==> config.mk <==
export PLATFORM = sky130hd
export DESIGN_NAME = assoc_wb_cache_flat
export DESIGN_NICKNAME = d
export VERILOG_FILES = /design/src/rtl/assoc_wb_cache_pkg.sv /design/src/rtl/assoc_wb_cache_if.sv /design/src/rtl/assoc_wb_cache_way_array.sv /design/src/rtl/assoc_wb_cache.sv /design/src/flat_wrapper.sv
export SDC_FILE = /design/constraint.sdc
export NUM_CORES = 1
export LEC_CHECK = 0
export ABC_AREA = 1
export CAP_MARGIN = 10
export CORE_MARGIN = 8
export CORE_UTILIZATION = 35
export CTS_CLUSTER_DIAMETER = 120
export DETAILED_ROUTE_END_ITERATION = 12
export GPL_ROUTABILITY_DRIVEN = 0
export SYNTH_ARGS = -nofsm -noshare
export SYNTH_HDL_FRONTEND = slang
export SYNTH_SLANG_ARGS = --single-unit
==> constraint.sdc <==
create_clock -name clk -period 3 [get_ports clk]
set_input_delay 0.6 -clock clk [delete_from_list [all_inputs] [get_ports clk]]
set_output_delay 0.6 -clock clk [all_outputs]
set_load 0.005 [all_outputs]
==> src/rtl/assoc_wb_cache_pkg.sv <==
`default_nettype none
// +----------------------------------------------------------------------+
// | assoc_wb_cache_pkg: shared state encoding and default geometry        |
// | Revision: 1.0                                                         |
// +----------------------------------------------------------------------+
package assoc_wb_cache_pkg;

  localparam int c_DEF_ADDR_W         = 16;
  localparam int c_DEF_DATA_W         = 16;
  localparam int c_DEF_WORDS_PER_LINE = 4;
  localparam int c_DEF_SETS           = 8;
  localparam int c_DEF_WAYS           = 2;
  localparam int c_DEF_CNT_W          = 16;

  localparam int c_DEF_OFF_W   = $clog2(c_DEF_WORDS_PER_LINE);
  localparam int c_DEF_INDEX_W = $clog2(c_DEF_SETS);
  localparam int c_DEF_TAG_W   = c_DEF_ADDR_W - c_DEF_OFF_W - c_DEF_INDEX_W;
  localparam int c_DEF_LINE_W  = c_DEF_DATA_W * c_DEF_WORDS_PER_LINE;
  localparam int c_DEF_MADDR_W = c_DEF_ADDR_W - c_DEF_OFF_W;

  typedef enum logic [2:0] {
    S_IDLE      = 3'd0,
    S_LOOKUP    = 3'd1,
    S_WRITEBACK = 3'd2,
    S_FILL      = 3'd3,
    S_RESPOND   = 3'd4
  } state_t;

endpackage
`default_nettype wire

==> src/rtl/assoc_wb_cache_if.sv <==
`default_nettype none
// +----------------------------------------------------------------------+
// | assoc_wb_cache_if: processor request port and line-memory handshake   |
// | Revision: 1.0                                                         |
// +----------------------------------------------------------------------+
interface assoc_wb_cache_if
  import assoc_wb_cache_pkg::*;
#(
  parameter int ADDR_W         = c_DEF_ADDR_W,
  parameter int DATA_W         = c_DEF_DATA_W,
  parameter int WORDS_PER_LINE = c_DEF_WORDS_PER_LINE,
  parameter int CNT_W          = c_DEF_CNT_W
);
  localparam int c_MADDR_W = ADDR_W - $clog2(WORDS_PER_LINE);
  localparam int c_LINE_W  = DATA_W * WORDS_PER_LINE;

  logic                 enable;
  logic                 rd_wrt;
  logic [ADDR_W-1:0]    addr;
  logic [DATA_W-1:0]    wdata;
  logic [DATA_W-1:0]    rdata;
  logic                 idle;
  logic                 done;
  logic                 mem_req;
  logic                 mem_we;
  logic [c_MADDR_W-1:0] mem_addr;
  logic [c_LINE_W-1:0]  mem_wdata;
  logic [c_LINE_W-1:0]  mem_rdata;
  logic                 mem_rdy;
  logic [CNT_W-1:0]     hit_cnt;
  logic [CNT_W-1:0]     miss_cnt;

  // master = processor/memory environment, slave = the cache
  modport master (
    output enable, rd_wrt, addr, wdata, mem_rdata, mem_rdy,
    input  rdata, idle, done, mem_req, mem_we, mem_addr, mem_wdata,
           hit_cnt, miss_cnt
  );

  modport slave (
    input  enable, rd_wrt, addr, wdata, mem_rdata, mem_rdy,
    output rdata, idle, done, mem_req, mem_we, mem_addr, mem_wdata,
           hit_cnt, miss_cnt
  );
endinterface
`default_nettype wire

==> src/rtl/assoc_wb_cache_way_array.sv <==
`default_nettype none
// +----------------------------------------------------------------------+
// | cache_way_array: one way's valid/dirty/tag/line store, comb read      |
// | Revision: 1.0                                                         |
// +----------------------------------------------------------------------+
module cache_way_array
  import assoc_wb_cache_pkg::*;
#(
  parameter  int SETS           = c_DEF_SETS,
  parameter  int TAG_W          = c_DEF_TAG_W,
  parameter  int DATA_W         = c_DEF_DATA_W,
  parameter  int WORDS_PER_LINE = c_DEF_WORDS_PER_LINE,
  localparam int INDEX_W        = $clog2(SETS),
  localparam int OFF_W          = $clog2(WORDS_PER_LINE),
  localparam int LINE_W         = DATA_W * WORDS_PER_LINE
) (
  input  wire logic               clk,
  input  wire logic               rst,
  input  wire logic [INDEX_W-1:0] i_index,
  input  wire logic               i_fill_en,
  input  wire logic [TAG_W-1:0]   i_fill_tag,
  input  wire logic [LINE_W-1:0]  i_fill_line,
  input  wire logic               i_word_en,
  input  wire logic [OFF_W-1:0]   i_word_off,
  input  wire logic [DATA_W-1:0]  i_word_data,
  output logic                    o_valid,
  output logic                    o_dirty,
  output logic [TAG_W-1:0]        o_tag,
  output logic [LINE_W-1:0]       o_line
);
  logic [SETS-1:0]   r_valid;
  logic [SETS-1:0]   r_dirty;
  logic [TAG_W-1:0]  r_tag  [SETS];
  logic [LINE_W-1:0] r_line [SETS];

  always_ff @(posedge clk or negedge rst) begin
    if (!rst) begin
      r_valid <= '0;
      r_dirty <= '0;
    end else if (i_fill_en) begin
      r_valid[i_index] <= 1'b1;
      r_dirty[i_index] <= 1'b0;
    end else if (i_word_en) begin
      r_dirty[i_index] <= 1'b1;
    end
  end

  // Tag and line storage survive reset; only the valid bits gate their use.
  always_ff @(posedge clk) begin
    if (i_fill_en) begin
      r_tag[i_index]  <= i_fill_tag;
      r_line[i_index] <= i_fill_line;
    end else if (i_word_en) begin
      r_line[i_index][int'(i_word_off)*DATA_W +: DATA_W] <= i_word_data;
    end
  end

  assign o_valid = r_valid[i_index];
  assign o_dirty = r_dirty[i_index];
  assign o_tag   = r_tag[i_index];
  assign o_line  = r_line[i_index];
endmodule
`default_nettype wire

==> src/rtl/assoc_wb_cache.sv <==
`default_nettype none
// +----------------------------------------------------------------------+
// | assoc_wb_cache: set-associative write-back/write-allocate cache, FSM  |
// | Revision: 1.0                                                         |
// +----------------------------------------------------------------------+
module assoc_wb_cache
  import assoc_wb_cache_pkg::*;
#(
  parameter int ADDR_W         = c_DEF_ADDR_W,
  parameter int DATA_W         = c_DEF_DATA_W,
  parameter int WORDS_PER_LINE = c_DEF_WORDS_PER_LINE,
  parameter int SETS           = c_DEF_SETS,
  parameter int WAYS           = c_DEF_WAYS,
  parameter int CNT_W          = c_DEF_CNT_W
) (
  input wire logic        clk,
  input wire logic        rst,
  assoc_wb_cache_if.slave bus
);
  localparam int c_OFF_W   = $clog2(WORDS_PER_LINE);
  localparam int c_INDEX_W = $clog2(SETS);
  localparam int c_TAG_W   = ADDR_W - c_OFF_W - c_INDEX_W;
  localparam int c_LINE_W  = DATA_W * WORDS_PER_LINE;
  localparam int c_MADDR_W = ADDR_W - c_OFF_W;
  localparam int c_WAY_W   = $clog2(WAYS);

  state_t               r_state;
  logic [ADDR_W-1:0]    r_addr;
  logic                 r_rd_wrt;
  logic [DATA_W-1:0]    r_wdata;
  logic [c_WAY_W-1:0]   r_way;
  logic                 r_adv;
  logic                 r_hit;
  logic [c_WAY_W-1:0]   r_rr [SETS];
  logic                 r_idle;
  logic                 r_done;
  logic [DATA_W-1:0]    r_rdata;
  logic                 r_mem_req;
  logic                 r_mem_we;
  logic [c_MADDR_W-1:0] r_mem_addr;
  logic [c_LINE_W-1:0]  r_mem_wdata;
  logic [CNT_W-1:0]     r_hit_cnt;
  logic [CNT_W-1:0]     r_miss_cnt;

  logic [c_OFF_W-1:0]   w_off;
  logic [c_INDEX_W-1:0] w_index;
  logic [c_TAG_W-1:0]   w_tag;
  logic [WAYS-1:0]      w_valid;
  logic [WAYS-1:0]      w_dirty;
  logic [c_TAG_W-1:0]   w_way_tag  [WAYS];
  logic [c_LINE_W-1:0]  w_way_line [WAYS];
  logic                 w_fill_go;
  logic                 w_word_go;
  logic                 w_hit;
  logic [c_WAY_W-1:0]   w_hit_way;
  logic                 w_inv_found;
  logic [c_WAY_W-1:0]   w_inv_way;
  logic [c_WAY_W-1:0]   w_victim;

  assign w_off     = r_addr[c_OFF_W-1:0];
  assign w_index   = r_addr[c_OFF_W +: c_INDEX_W];
  assign w_tag     = r_addr[ADDR_W-1 -: c_TAG_W];
  assign w_fill_go = (r_state == S_FILL) && r_mem_req && bus.mem_rdy;
  assign w_word_go = (r_state == S_RESPOND) && !r_rd_wrt;

  for (genvar g = 0; g < WAYS; g++) begin : g_way
    cache_way_array #(
      .SETS           (SETS),
      .TAG_W          (c_TAG_W),
      .DATA_W         (DATA_W),
      .WORDS_PER_LINE (WORDS_PER_LINE)
    ) u_way (
      .clk         (clk),
      .rst         (rst),
      .i_index     (w_index),
      .i_fill_en   (w_fill_go && (r_way == c_WAY_W'(g))),
      .i_fill_tag  (w_tag),
      .i_fill_line (bus.mem_rdata),
      .i_word_en   (w_word_go && (r_way == c_WAY_W'(g))),
      .i_word_off  (w_off),
      .i_word_data (r_wdata),
      .o_valid     (w_valid[g]),
      .o_dirty     (w_dirty[g]),
      .o_tag       (w_way_tag[g]),
      .o_line      (w_way_line[g])
    );
  end

  // Victim preference: lowest invalid way, else the set's round-robin pointer.
  always_comb begin
    w_hit       = 1'b0;
    w_hit_way   = '0;
    w_inv_found = 1'b0;
    w_inv_way   = '0;
    for (int w = 0; w < WAYS; w++) begin
      if (!w_hit && w_valid[w] && (w_way_tag[w] == w_tag)) begin
        w_hit     = 1'b1;
        w_hit_way = c_WAY_W'(w);
      end
      if (!w_inv_found && !w_valid[w]) begin
        w_inv_found = 1'b1;
        w_inv_way   = c_WAY_W'(w);
      end
    end
    w_victim = w_inv_found ? w_inv_way : r_rr[w_index];
  end

  always_ff @(posedge clk or negedge rst) begin
    if (!rst) begin
      r_state     <= S_IDLE;
      r_addr      <= '0;
      r_rd_wrt    <= 1'b0;
      r_wdata     <= '0;
      r_way       <= '0;
      r_adv       <= 1'b0;
      r_hit       <= 1'b0;
      r_idle      <= 1'b1;
      r_done      <= 1'b0;
      r_rdata     <= '0;
      r_mem_req   <= 1'b0;
      r_mem_we    <= 1'b0;
      r_mem_addr  <= '0;
      r_mem_wdata <= '0;
      r_hit_cnt   <= '0;
      r_miss_cnt  <= '0;
      for (int s = 0; s < SETS; s++) r_rr[s] <= '0;
    end else begin
      case (r_state)
        S_IDLE: begin
          r_done <= 1'b0;
          if (bus.enable) begin
            r_addr   <= bus.addr;
            r_rd_wrt <= bus.rd_wrt;
            r_wdata  <= bus.wdata;
            r_idle   <= 1'b0;
            r_state  <= S_LOOKUP;
          end
        end
        S_LOOKUP: begin
          r_hit <= w_hit;
          if (w_hit) begin
            r_way   <= w_hit_way;
            r_state <= S_RESPOND;
          end else begin
            r_way     <= w_victim;
            r_adv     <= !w_inv_found;
            r_mem_req <= 1'b1;
            if (w_valid[w_victim] && w_dirty[w_victim]) begin
              r_mem_we    <= 1'b1;
              r_mem_addr  <= {w_way_tag[w_victim], w_index};
              r_mem_wdata <= w_way_line[w_victim];
              r_state     <= S_WRITEBACK;
            end else begin
              r_mem_we   <= 1'b0;
              r_mem_addr <= {w_tag, w_index};
              r_state    <= S_FILL;
            end
          end
        end
        S_WRITEBACK: begin
          if (bus.mem_rdy) begin
            r_mem_req <= 1'b0;
            r_mem_we  <= 1'b0;
            r_state   <= S_FILL;
          end
        end
        S_FILL: begin
          // After a writeback the request drops for one cycle before the fill.
          if (!r_mem_req) begin
            r_mem_req  <= 1'b1;
            r_mem_we   <= 1'b0;
            r_mem_addr <= {w_tag, w_index};
          end else if (bus.mem_rdy) begin
            r_mem_req <= 1'b0;
            if (r_adv) r_rr[w_index] <= r_way + 1'b1;
            r_state <= S_RESPOND;
          end
        end
        S_RESPOND: begin
          r_done  <= 1'b1;
          r_idle  <= 1'b1;
          r_state <= S_IDLE;
          if (r_rd_wrt) r_rdata <= w_way_line[r_way][int'(w_off)*DATA_W +: DATA_W];
          if (r_hit) begin
            if (r_hit_cnt != '1) r_hit_cnt <= r_hit_cnt + 1'b1;
          end else begin
            if (r_miss_cnt != '1) r_miss_cnt <= r_miss_cnt + 1'b1;
          end
        end
        default: r_state <= S_IDLE;
      endcase
    end
  end

  assign bus.rdata     = r_rdata;
  assign bus.idle      = r_idle;
  assign bus.done      = r_done;
  assign bus.mem_req   = r_mem_req;
  assign bus.mem_we    = r_mem_we;
  assign bus.mem_addr  = r_mem_addr;
  assign bus.mem_wdata = r_mem_wdata;
  assign bus.hit_cnt   = r_hit_cnt;
  assign bus.miss_cnt  = r_miss_cnt;
endmodule
`default_nettype wire
==> src/flat_wrapper.sv <==
// flat-port wrapper written by rule: the top's interface ports become plain ports
module assoc_wb_cache_flat import assoc_wb_cache_pkg::*;
#(
  parameter int ADDR_W         = c_DEF_ADDR_W,
  parameter int DATA_W         = c_DEF_DATA_W,
  parameter int WORDS_PER_LINE = c_DEF_WORDS_PER_LINE,
  parameter int SETS           = c_DEF_SETS,
  parameter int WAYS           = c_DEF_WAYS,
  parameter int CNT_W          = c_DEF_CNT_W
)
  (clk, rst, bus_enable, bus_rd_wrt, bus_addr, bus_wdata, bus_mem_rdata, bus_mem_rdy, bus_rdata, bus_idle, bus_done, bus_mem_req, bus_mem_we, bus_mem_addr, bus_mem_wdata, bus_hit_cnt, bus_miss_cnt);
  assoc_wb_cache_if #(.ADDR_W(ADDR_W), .DATA_W(DATA_W), .WORDS_PER_LINE(WORDS_PER_LINE), .CNT_W(CNT_W)) bus_i ();
  input wire logic clk;
  input wire logic rst;
  input wire logic [$bits(bus_i.enable)-1:0] bus_enable;
  input wire logic [$bits(bus_i.rd_wrt)-1:0] bus_rd_wrt;
  input wire logic [$bits(bus_i.addr)-1:0] bus_addr;
  input wire logic [$bits(bus_i.wdata)-1:0] bus_wdata;
  input wire logic [$bits(bus_i.mem_rdata)-1:0] bus_mem_rdata;
  input wire logic [$bits(bus_i.mem_rdy)-1:0] bus_mem_rdy;
  output wire logic [$bits(bus_i.rdata)-1:0] bus_rdata;
  output wire logic [$bits(bus_i.idle)-1:0] bus_idle;
  output wire logic [$bits(bus_i.done)-1:0] bus_done;
  output wire logic [$bits(bus_i.mem_req)-1:0] bus_mem_req;
  output wire logic [$bits(bus_i.mem_we)-1:0] bus_mem_we;
  output wire logic [$bits(bus_i.mem_addr)-1:0] bus_mem_addr;
  output wire logic [$bits(bus_i.mem_wdata)-1:0] bus_mem_wdata;
  output wire logic [$bits(bus_i.hit_cnt)-1:0] bus_hit_cnt;
  output wire logic [$bits(bus_i.miss_cnt)-1:0] bus_miss_cnt;
  assign bus_i.enable = bus_enable;
  assign bus_i.rd_wrt = bus_rd_wrt;
  assign bus_i.addr = bus_addr;
  assign bus_i.wdata = bus_wdata;
  assign bus_i.mem_rdata = bus_mem_rdata;
  assign bus_i.mem_rdy = bus_mem_rdy;
  assign bus_rdata = bus_i.rdata;
  assign bus_idle = bus_i.idle;
  assign bus_done = bus_i.done;
  assign bus_mem_req = bus_i.mem_req;
  assign bus_mem_we = bus_i.mem_we;
  assign bus_mem_addr = bus_i.mem_addr;
  assign bus_mem_wdata = bus_i.mem_wdata;
  assign bus_hit_cnt = bus_i.hit_cnt;
  assign bus_miss_cnt = bus_i.miss_cnt;
  assoc_wb_cache #(.ADDR_W(ADDR_W), .DATA_W(DATA_W), .WORDS_PER_LINE(WORDS_PER_LINE), .SETS(SETS), .WAYS(WAYS), .CNT_W(CNT_W)) u_core (.clk(clk), .rst(rst), .bus(bus_i));
endmodule
==> impl_metrics.xml, run 1 <==
<?xml version="1.0" encoding="UTF-8"?>
<metrics>
  <group name="status">
    <metric name="outcome" unit="">finished clean</metric>
  </group>
  <group name="synth">
    <metric name="synth_seq_cells" unit="">1409</metric>
    <metric name="synth_area_per_inst" unit="um2">11.5</metric>
    <metric name="syn_area" unit="um2">58300</metric>
    <metric name="netlist_top_cells_area" unit="">sky130_fd_sc_hd__edfxtp_1, sky130_fd_sc_hd__dfrtp_1, sky130_fd_sc_hd__nand2_1</metric>
    <metric name="ys_async_sr_fraction" unit="%">14.8</metric>
    <metric name="yosys.area_share.xor_xnor" unit="%">0.435</metric>
    <metric name="synth_edf_count" unit="">1200</metric>
    <metric name="compound_cell_area_share_of_the_yosys_netlist" unit="%">8.53</metric>
    <metric name="synth-simple-area-share" unit="%">15.1</metric>
    <metric name="dominant_combinational_cell_family_by_area_after_synthesis" unit="">simple AND/OR/NAND/NOR gates</metric>
    <metric name="synthMostInstantiatedCell" unit="">sky130_fd_sc_hd__nand2_1</metric>
    <metric name="yosys_warnings" unit="">0</metric>
    <metric name="post_synth_fa_ha_maj_area_fraction" unit="%">0.150</metric>
    <metric name="synth_nets" unit="">5192</metric>
    <metric name="ys_seq_area_share" unit="%">70.7</metric>
    <metric name="synth.top_cell.area_share" unit="%">61.8</metric>
    <metric name="synth_common_cells" unit="">sky130_fd_sc_hd__nand2_1, sky130_fd_sc_hd__edfxtp_1, sky130_fd_sc_hd__inv_1, sky130_fd_sc_hd__nor2_1, sky130_fd_sc_hd__o21ai_0</metric>
    <metric name="synth.mux.area_fraction" unit="%">0</metric>
    <metric name="yosys_most_used_dff" unit="">sky130_fd_sc_hd__edfxtp_1</metric>
    <metric name="number_of_distinct_library_cells_after_synthesis" unit="">52</metric>
    <metric name="biggest_area_consumer_among_synthesized_cells" unit="">sky130_fd_sc_hd__edfxtp_1</metric>
    <metric name="syn_inst" unit="">5084</metric>
  </group>
  <group name="run">
    <metric name="timing.max_cap.violations" unit="">0</metric>
  </group>
  <group name="clocking">
    <metric name="cts_htree_levels" unit="">4</metric>
    <metric name="clkLatencyLatePin" unit="ns">0.82</metric>
    <metric name="tritoncts.num_buffers" unit="">151</metric>
    <metric name="clockBufferDepth" unit="">3</metric>
    <metric name="cts_root_buf" unit="">sky130_fd_sc_hd__clkbuf_16</metric>
    <metric name="clock_sink_count" unit="">1409</metric>
    <metric name="cts.clk_slew.worst_paths" unit="ns">0.06</metric>
    <metric name="cts_tree" unit="">done</metric>
  </group>
  <group name="worst_setup_path">
    <metric name="critical_path_peak_fanout" unit="">16</metric>
    <metric name="timing.critical_path.max_delay_family" unit="">simple AND/OR/NAND/NOR gates</metric>
    <metric name="cp-end-kind" unit="">flip-flop</metric>
    <metric name="critical_path_required" unit="ns">3.41</metric>
    <metric name="setup.worst_path.start_class" unit="">flip-flop</metric>
    <metric name="cpMaxStageDelayCell" unit="">sky130_fd_sc_hd__o21ai_0</metric>
    <metric name="cp.arrival" unit="ns">3.39</metric>
    <metric name="path_cells" unit="">clkinv_1 &gt; ha_1 &gt; or2_2 &gt; nor3_1 &gt; nand2_1 &gt; o21ai_0</metric>
    <metric name="crit_path_max_incr_delay" unit="ns">0.48</metric>
    <metric name="critical_path_class" unit="">flip-flop to flip-flop</metric>
    <metric name="worstPathBufferInverterCount" unit="">1</metric>
  </group>
  <group name="pwr">
    <metric name="combPwrFrac" unit="%">40.6</metric>
    <metric name="p_total" unit="uW">71700</metric>
    <metric name="part_of_the_total_power_dissipated_in_the_clock_network" unit="%">26.0</metric>
    <metric name="netSwitchingFraction" unit="%">39.3</metric>
    <metric name="power.leakage" unit="uW">0.0276</metric>
    <metric name="pwr-share-seq" unit="%">33.3</metric>
    <metric name="power.net_switching" unit="uW">28200</metric>
    <metric name="p_int" unit="uW">43500</metric>
    <metric name="power.density_cell_area" unit="nW/um2">989</metric>
    <metric name="maximum_vdd_drop" unit="mV">0.667</metric>
  </group>
  <group name="floorplan">
    <metric name="die_x" unit="um">424</metric>
    <metric name="chipHeight" unit="um">424</metric>
    <metric name="die_area" unit="um2">180000</metric>
    <metric name="initial_utilization" unit="%">35.1</metric>
    <metric name="io-pin-count" unit="">231</metric>
    <metric name="floorplan.rows" unit="">150</metric>
    <metric name="coreArea" unit="um2">166000</metric>
  </group>
  <group name="grt">
    <metric name="groute.usage.overall" unit="%">21.3</metric>
    <metric name="use_met2" unit="%">34.4</metric>
    <metric name="gr-usage-met3" unit="%">3.97</metric>
    <metric name="grtUsageMet1" unit="%">27.4</metric>
    <metric name="global_route.peak_usage_layer" unit="">met2</metric>
    <metric name="antenna_found_initial" unit="">5</metric>
    <metric name="grt_remaining_overflow" unit="">0</metric>
    <metric name="grt_max_degree" unit="">88</metric>
    <metric name="grt_pass1_wl" unit="um">284000</metric>
    <metric name="vias_in_the_first_global_route" unit="">40087</metric>
  </group>
  <group name="sta">
    <metric name="finClkSkew" unit="ns">0.0860</metric>
    <metric name="tightestPinTransition" unit="ns">1.26</metric>
    <metric name="final_hold_viol_count" unit="">0</metric>
    <metric name="min_period_over_period" unit="%">99.5</metric>
    <metric name="setup_viol" unit="">0</metric>
    <metric name="final_min_period" unit="ns">2.99</metric>
    <metric name="timing_max_transition_violations_final" unit="">0</metric>
    <metric name="worst_case_headroom_to_the_max_slew_limit" unit="%">15.1</metric>
    <metric name="fmax" unit="MHz">335</metric>
    <metric name="fin_setup_tns" unit="ns">0</metric>
  </group>
  <group name="placed_design">
    <metric name="port_buffers" unit="">230</metric>
    <metric name="hpwl" unit="um">136000</metric>
  </group>
  <group name="route">
    <metric name="drc" unit="">0</metric>
    <metric name="dr_total_vias" unit="">42349</metric>
    <metric name="routed_via_density" unit="">5.29</metric>
    <metric name="route.detailed.wl_per_inst" unit="um">25.2</metric>
    <metric name="detailedRoute.firstPassIterationCount" unit="">6</metric>
    <metric name="detail-route-antenna-nets" unit="">0</metric>
    <metric name="drt_first_iter_violations" unit="">5020</metric>
    <metric name="drt_wl_total" unit="um">202000</metric>
  </group>
  <group name="hold_path">
    <metric name="hold_class" unit="">primary input to asynchronous set/reset pin</metric>
  </group>
  <group name="finish">
    <metric name="drive_above_1_share" unit="%">13.5</metric>
    <metric name="area_growth" unit="%">24.3</metric>
    <metric name="nNetsFinal" unit="">5777</metric>
  </group>
</metrics>
## layer usage
metal | share of wire (%) | vias to the layer above
li1 | - | 18886
met1 | 39 | 20847
met2 | 47 | 2205
met3 | 8.7 | 409
met4 | 6.1 | 2
met5 | 0.0064 | -
## sequential cells by signal, indices dropped and copies added (netlist names), 3 cells and up, named ones only
register                    cells
u_core.g_way.u_way.r_valid     16
u_core.bus.mem_wdata           64
u_core.bus.miss_cnt            16
u_core.r_wdata                 16
u_core.bus.rdata               16
u_core.r_rr                     8
u_core.g_way.u_way.r_tag      176
u_core.bus.mem_addr            14
u_core.r_state                  3
u_core.bus.hit_cnt             16
u_core.g_way.u_way.r_line    1024
u_core.r_addr                  16
## what timing repair did
action                                 CTS  global route
cloned                                   0            12
gates resized for setup                  3            37
pin swaps                                1             3
endpoints found under the hold margin   42             0
setup buffers                            3             8
setup endpoints to repair                4           611
hold buffers                             1             0
## logic make-up (layout without fill, tap and decap cells)
group,Yosys count,count (layout)
other,0,1
xor gates and xnor gates,29,29
adders and majority gates,7,7
DFF,1409,1409
and+or+nand+nor,2127,2128
AOI/OAI and AO/OA,763,763
buffers and inverters,749,1459
## final timing paths
| kind | startpoint | to | slack [ns] | cells past startpoint |
|---|---|---|---|---|
| worst max-delay path | u_core.r_addr[0]$_DFFE_PN0P_ | u_core.g_way[0].u_way.r_line[3][33]$_DFFE_PP_ | 0.01 | 6 |
| worst min register to register | u_core.g_way[1].u_way.r_valid[2]$_DFFE_PN0P_ | u_core.g_way[1].u_way.r_valid[2]$_DFFE_PN0P_ | 0.45 | 2 |
| worst max register to register | u_core.r_addr[0]$_DFFE_PN0P_ | u_core.g_way[0].u_way.r_line[3][33]$_DFFE_PP_ | 0.01 | 6 |
| min in group clk | bus_addr[12] | u_core.r_addr[12]$_DFFE_PN0P_ | 0.34 | 3 |
| worst min-delay path | rst | u_core.bus.mem_wdata[0]$_DFFE_PN0P_ | 0.34 | 2 |
| max in group asynchronous | rst | u_core.bus.idle$_DFFE_PN1P_ | 1.76 | 3 |
## metrics by stage
step           instances  worst slack [ns]  hold WS, ns  util, %  instance area (um2)
2_1_floorplan       5084             0.238        0.304        -                58300
3_3_place_gp        7685            -0.176        0.435     40.3                66900
3_5_place_dp        7689            -0.158        0.444     40.3                67000
4_1_cts             7972            0.0121        0.281     43.3                72000
5_1_grt             7999          -0.00687        0.338     43.6                72500
6_report            8000            0.0148        0.339     43.6                72500
## final cells by class
cell class | count | area (um2)
tap | 2204 | 2760
inverter | 485 | 1850
fill | 15320 | 93800
clock buffer | 188 | 4010
timing repair buffer | 694 | 7350
sequential | 1409 | 41300
clock inverter | 91 | 970
timing repair inverter | 1 | 8.76
multi-input combinational | 2927 | 14300
antenna | 1 | 2.50
## power groups by stage
| stage | sequential [uW] | combinational [uW] | clock, uW |
|---|---|---|---|
| after CTS | 23900 | 28000 | 18900 |
| after global routing | 24000 | 30600 | 19600 |
| after detailed placement | 24300 | 27900 | 0 |
| after floorplan | 24100 | 12700 | 0 |
| after global placement | 24200 | 27700 | 0 |
| final | 23900 | 29100 | 18700 |
## layout by cell type (no fill, tap or decap), types with 22 or more instances in the layout
cell and instances:
sky130_fd_sc_hd__inv_1 469, sky130_fd_sc_hd__edfxtp_1 1200, sky130_fd_sc_hd__buf_4 330, sky130_fd_sc_hd__clkbuf_1 30, sky130_fd_sc_hd__or2_2 22, sky130_fd_sc_hd__clkinv_2 29, sky130_fd_sc_hd__nor2_1 340, sky130_fd_sc_hd__o21ai_1 32
sky130_fd_sc_hd__clkinv_1 32, sky130_fd_sc_hd__nand3_1 239, sky130_fd_sc_hd__a221oi_1 44, sky130_fd_sc_hd__o21ai_0 298, sky130_fd_sc_hd__clkdlybuf4s50_1 229, sky130_fd_sc_hd__o211ai_1 42, sky130_fd_sc_hd__o22ai_1 32, sky130_fd_sc_hd__nor3_1 41
sky130_fd_sc_hd__buf_12 108, sky130_fd_sc_hd__a21oi_1 50, sky130_fd_sc_hd__clkbuf_16 160, sky130_fd_sc_hd__a211oi_1 25, sky130_fd_sc_hd__a22o_1 89, sky130_fd_sc_hd__nand4_1 117, sky130_fd_sc_hd__dfrtp_1 204, sky130_fd_sc_hd__a22oi_1 73
sky130_fd_sc_hd__nand2_1 1302
Note: power is estimated with default switching activity, not from simulation.
==> run 2, diff against run 1 <==
CTS_CLUSTER_SIZE = 20   (was unset)
==> impl_metrics.xml, run 2 (same netlist as run 1, synthesis figures left out) <==
<?xml version="1.0" encoding="UTF-8"?>
<metrics>
  <group name="route">
    <metric name="routed_via_density" unit="">5.33</metric>
    <metric name="drc" unit="">0</metric>
    <metric name="drt_first_iter_violations" unit="">5120</metric>
    <metric name="route.detailed.wl_per_inst" unit="um">25.5</metric>
    <metric name="drt_wl_total" unit="um">201000</metric>
    <metric name="detail-route-antenna-nets" unit="">0</metric>
    <metric name="detailedRoute.firstPassIterationCount" unit="">6</metric>
    <metric name="dr_total_vias" unit="">41971</metric>
  </group>
  <group name="worst_setup_path">
    <metric name="timing.reg2reg.worst_path_depth" unit="">6</metric>
    <metric name="r2r_slack" unit="ns">-0.004</metric>
    <metric name="worst_r2r_startpoint" unit="">u_core.r_addr[0]$_DFFE_PN0P_</metric>
    <metric name="setup.worst_path.start_class" unit="">flip-flop</metric>
    <metric name="r2r_end" unit="">u_core.g_way[0].u_way.r_line[5][33]$_DFFE_PP_</metric>
    <metric name="critical_path_peak_fanout" unit="">16</metric>
    <metric name="cp.arrival" unit="ns">3.36</metric>
    <metric name="critical_path_required" unit="ns">3.35</metric>
    <metric name="cp-end-kind" unit="">flip-flop</metric>
    <metric name="critical_path_class" unit="">flip-flop to flip-flop</metric>
  </group>
  <group name="hold_path">
    <metric name="hold_class" unit="">primary input to asynchronous set/reset pin</metric>
  </group>
  <group name="grt">
    <metric name="groute.usage.overall" unit="%">21.1</metric>
    <metric name="grt_pass1_wl" unit="um">282000</metric>
    <metric name="antenna_found_initial" unit="">5</metric>
    <metric name="vias_in_the_first_global_route" unit="">39489</metric>
    <metric name="grt_max_degree" unit="">88</metric>
    <metric name="grt_remaining_overflow" unit="">0</metric>
  </group>
  <group name="sta">
    <metric name="rsz0062_at_grt" unit="">true</metric>
    <metric name="timing_max_transition_violations_final" unit="">0</metric>
    <metric name="fin_setup_tns" unit="ns">-0.00693</metric>
    <metric name="finClkSkew" unit="ns">0.0507</metric>
    <metric name="final_hold_viol_count" unit="">0</metric>
    <metric name="worst_case_headroom_to_the_max_slew_limit" unit="%">12.8</metric>
    <metric name="setup_viol" unit="">2</metric>
    <metric name="post-route-worst-setup-slack" unit="ns">-0.00352</metric>
    <metric name="final_min_period" unit="ns">3.00</metric>
    <metric name="fmax" unit="MHz">333</metric>
    <metric name="min_period_over_period" unit="%">100</metric>
    <metric name="tightestPinTransition" unit="ns">1.29</metric>
  </group>
  <group name="clocking">
    <metric name="tritoncts.num_buffers" unit="">81</metric>
    <metric name="cts.clk_slew.worst_paths" unit="ns">0.09</metric>
    <metric name="cts_htree_levels" unit="">3</metric>
    <metric name="cts_tree" unit="">done</metric>
    <metric name="clock_sink_count" unit="">1409</metric>
    <metric name="clockBufferDepth" unit="">3</metric>
    <metric name="clkLatencyLatePin" unit="ns">0.75</metric>
    <metric name="cts_root_buf" unit="">sky130_fd_sc_hd__clkbuf_16</metric>
  </group>
  <group name="floorplan">
    <metric name="initial_utilization" unit="%">35.1</metric>
    <metric name="die_x" unit="um">424</metric>
    <metric name="floorplan.rows" unit="">150</metric>
    <metric name="die_area" unit="um2">180000</metric>
    <metric name="coreArea" unit="um2">166000</metric>
    <metric name="io-pin-count" unit="">231</metric>
    <metric name="chipHeight" unit="um">424</metric>
  </group>
  <group name="finish">
    <metric name="finalInstanceArea" unit="um2">70100</metric>
    <metric name="drive_above_1_share" unit="%">11.8</metric>
    <metric name="nNetsFinal" unit="">5712</metric>
    <metric name="n_antenna_cell" unit="">0</metric>
    <metric name="layout_commonest_cell" unit="">sky130_fd_sc_hd__nand2_1</metric>
    <metric name="largest_register" unit="">u_core.g_way.u_way.r_line</metric>
    <metric name="layout_common_cells" unit="">sky130_fd_sc_hd__nand2_1, sky130_fd_sc_hd__edfxtp_1, sky130_fd_sc_hd__inv_1, sky130_fd_sc_hd__nor2_1, sky130_fd_sc_hd__buf_4</metric>
    <metric name="max_reg_flops" unit="">1024</metric>
    <metric name="area_growth" unit="%">20.1</metric>
  </group>
  <group name="pwr">
    <metric name="maximum_vdd_drop" unit="mV">0.651</metric>
    <metric name="power.density_cell_area" unit="nW/um2">929</metric>
    <metric name="power.leakage" unit="uW">0.0263</metric>
    <metric name="p_total" unit="uW">65100</metric>
  </group>
  <group name="status">
    <metric name="outcome" unit="">finished with violations</metric>
    <metric name="failed_checks" unit="">negative setup slack</metric>
  </group>
  <group name="placed_design">
    <metric name="port_buffers" unit="">230</metric>
    <metric name="hpwl" unit="um">136000</metric>
    <metric name="placedInstanceArea" unit="um2">67000</metric>
  </group>
  <group name="run">
    <metric name="timing.max_cap.violations" unit="">0</metric>
  </group>
</metrics>
==> run 2: through the flow <==
stage	utilization [%]	setup WS [ns]	hold slack, ns	std cells
2_1_floorplan	-	0.238	0.304	5084
3_3_place_gp	40.3	-0.176	0.435	7685
3_5_place_dp	40.3	-0.158	0.444	7689
4_1_cts	41.8	0.0178	0.357	7840
5_1_grt	42.1	-0.0128	0.396	7872
6_report	42.1	-0.00352	0.374	7872
==> run 2: what timing repair did <==
| item | CTS | global route |
|---|---|---|
| endpoints found under the setup margin | 8 | 578 |
| pin swaps | 1 | 5 |
| cloned | 0 | 15 |
| buffers inserted | 3 | 11 |
| hold buffers | 1 | 0 |
| resized for setup | 6 | 41 |
| hold endpoints to repair | 42 | 0 |
==> run 2: final cells by class <==
class / count / area [um2]
Timing Repair inverter: 1 / 8.76
Timing Repair Buffer: 699 / 7430
Sequential cell: 1409 / 41300
Multi-Input combinational cell: 2927 / 14300
Clock buffer: 137 / 2240
Inverter: 485 / 1850
Clock inverter: 10 / 208
Tap cell: 2204 / 2760
Fill cell: 15556 / 96200
==> run 2: per-layer routing <==
| metal | vias to the layer above | share of wire, % | GRT usage [%] |
|---|---|---|---|
| met1 | 20776 | 39 | 27.4 |
| met4 | 0 | 6.7 | 11.0 |
| met5 | - | 0 | 0 |
| li1 | 18683 | - | - |
| met3 | 459 | 8.2 | 3.44 |
| met2 | 2053 | 46 | 34.2 |
==> run 2: report_power, final <==
part | internal [uW] | switching, uW
logic | 10000 | 19300
clock network | 5240 | 6660
registers | 22900 | 934
==> run 2: how the worst max path moves through the flow <==
stage / startpoint / slack, ns / to
final: u_core.r_addr[0]$_DFFE_PN0P_ / -0.004 / u_core.g_way[0].u_way.r_line[5][33]$_DFFE_PP_
after global routing: u_core.r_addr[2]$_DFFE_PN0P_ / -0.01 / u_core.bus.mem_wdata[11]$_DFFE_PN0P_
after CTS: u_core.r_state[2]$_DFFE_PN0P_ / 0.02 / u_core.g_way[1].u_way.r_line[0][23]$_DFFE_PP_
after detailed placement: bus_mem_rdy / -0.16 / u_core.g_way[1].u_way.r_line[0][16]$_DFFE_PP_
after global placement: bus_mem_rdy / -0.18 / u_core.g_way[1].u_way.r_line[0][38]$_DFFE_PP_
after floorplan: u_core.r_addr[1]$_DFFE_PN0P_ / 0.24 / u_core.g_way[0].u_way.r_line[0][0]$_DFFE_PP_
==> run 2: critical path, stage by stage, from the launching register on <==
cell and delay (ns):
sky130_fd_sc_hd__dfrtp_1 0.38, sky130_fd_sc_hd__clkinv_1 0.31, sky130_fd_sc_hd__ha_1 0.37, sky130_fd_sc_hd__or2_2 0.47, sky130_fd_sc_hd__nor3_1 0.48, sky130_fd_sc_hd__nand2_1 0.11, sky130_fd_sc_hd__o21ai_0 0.49
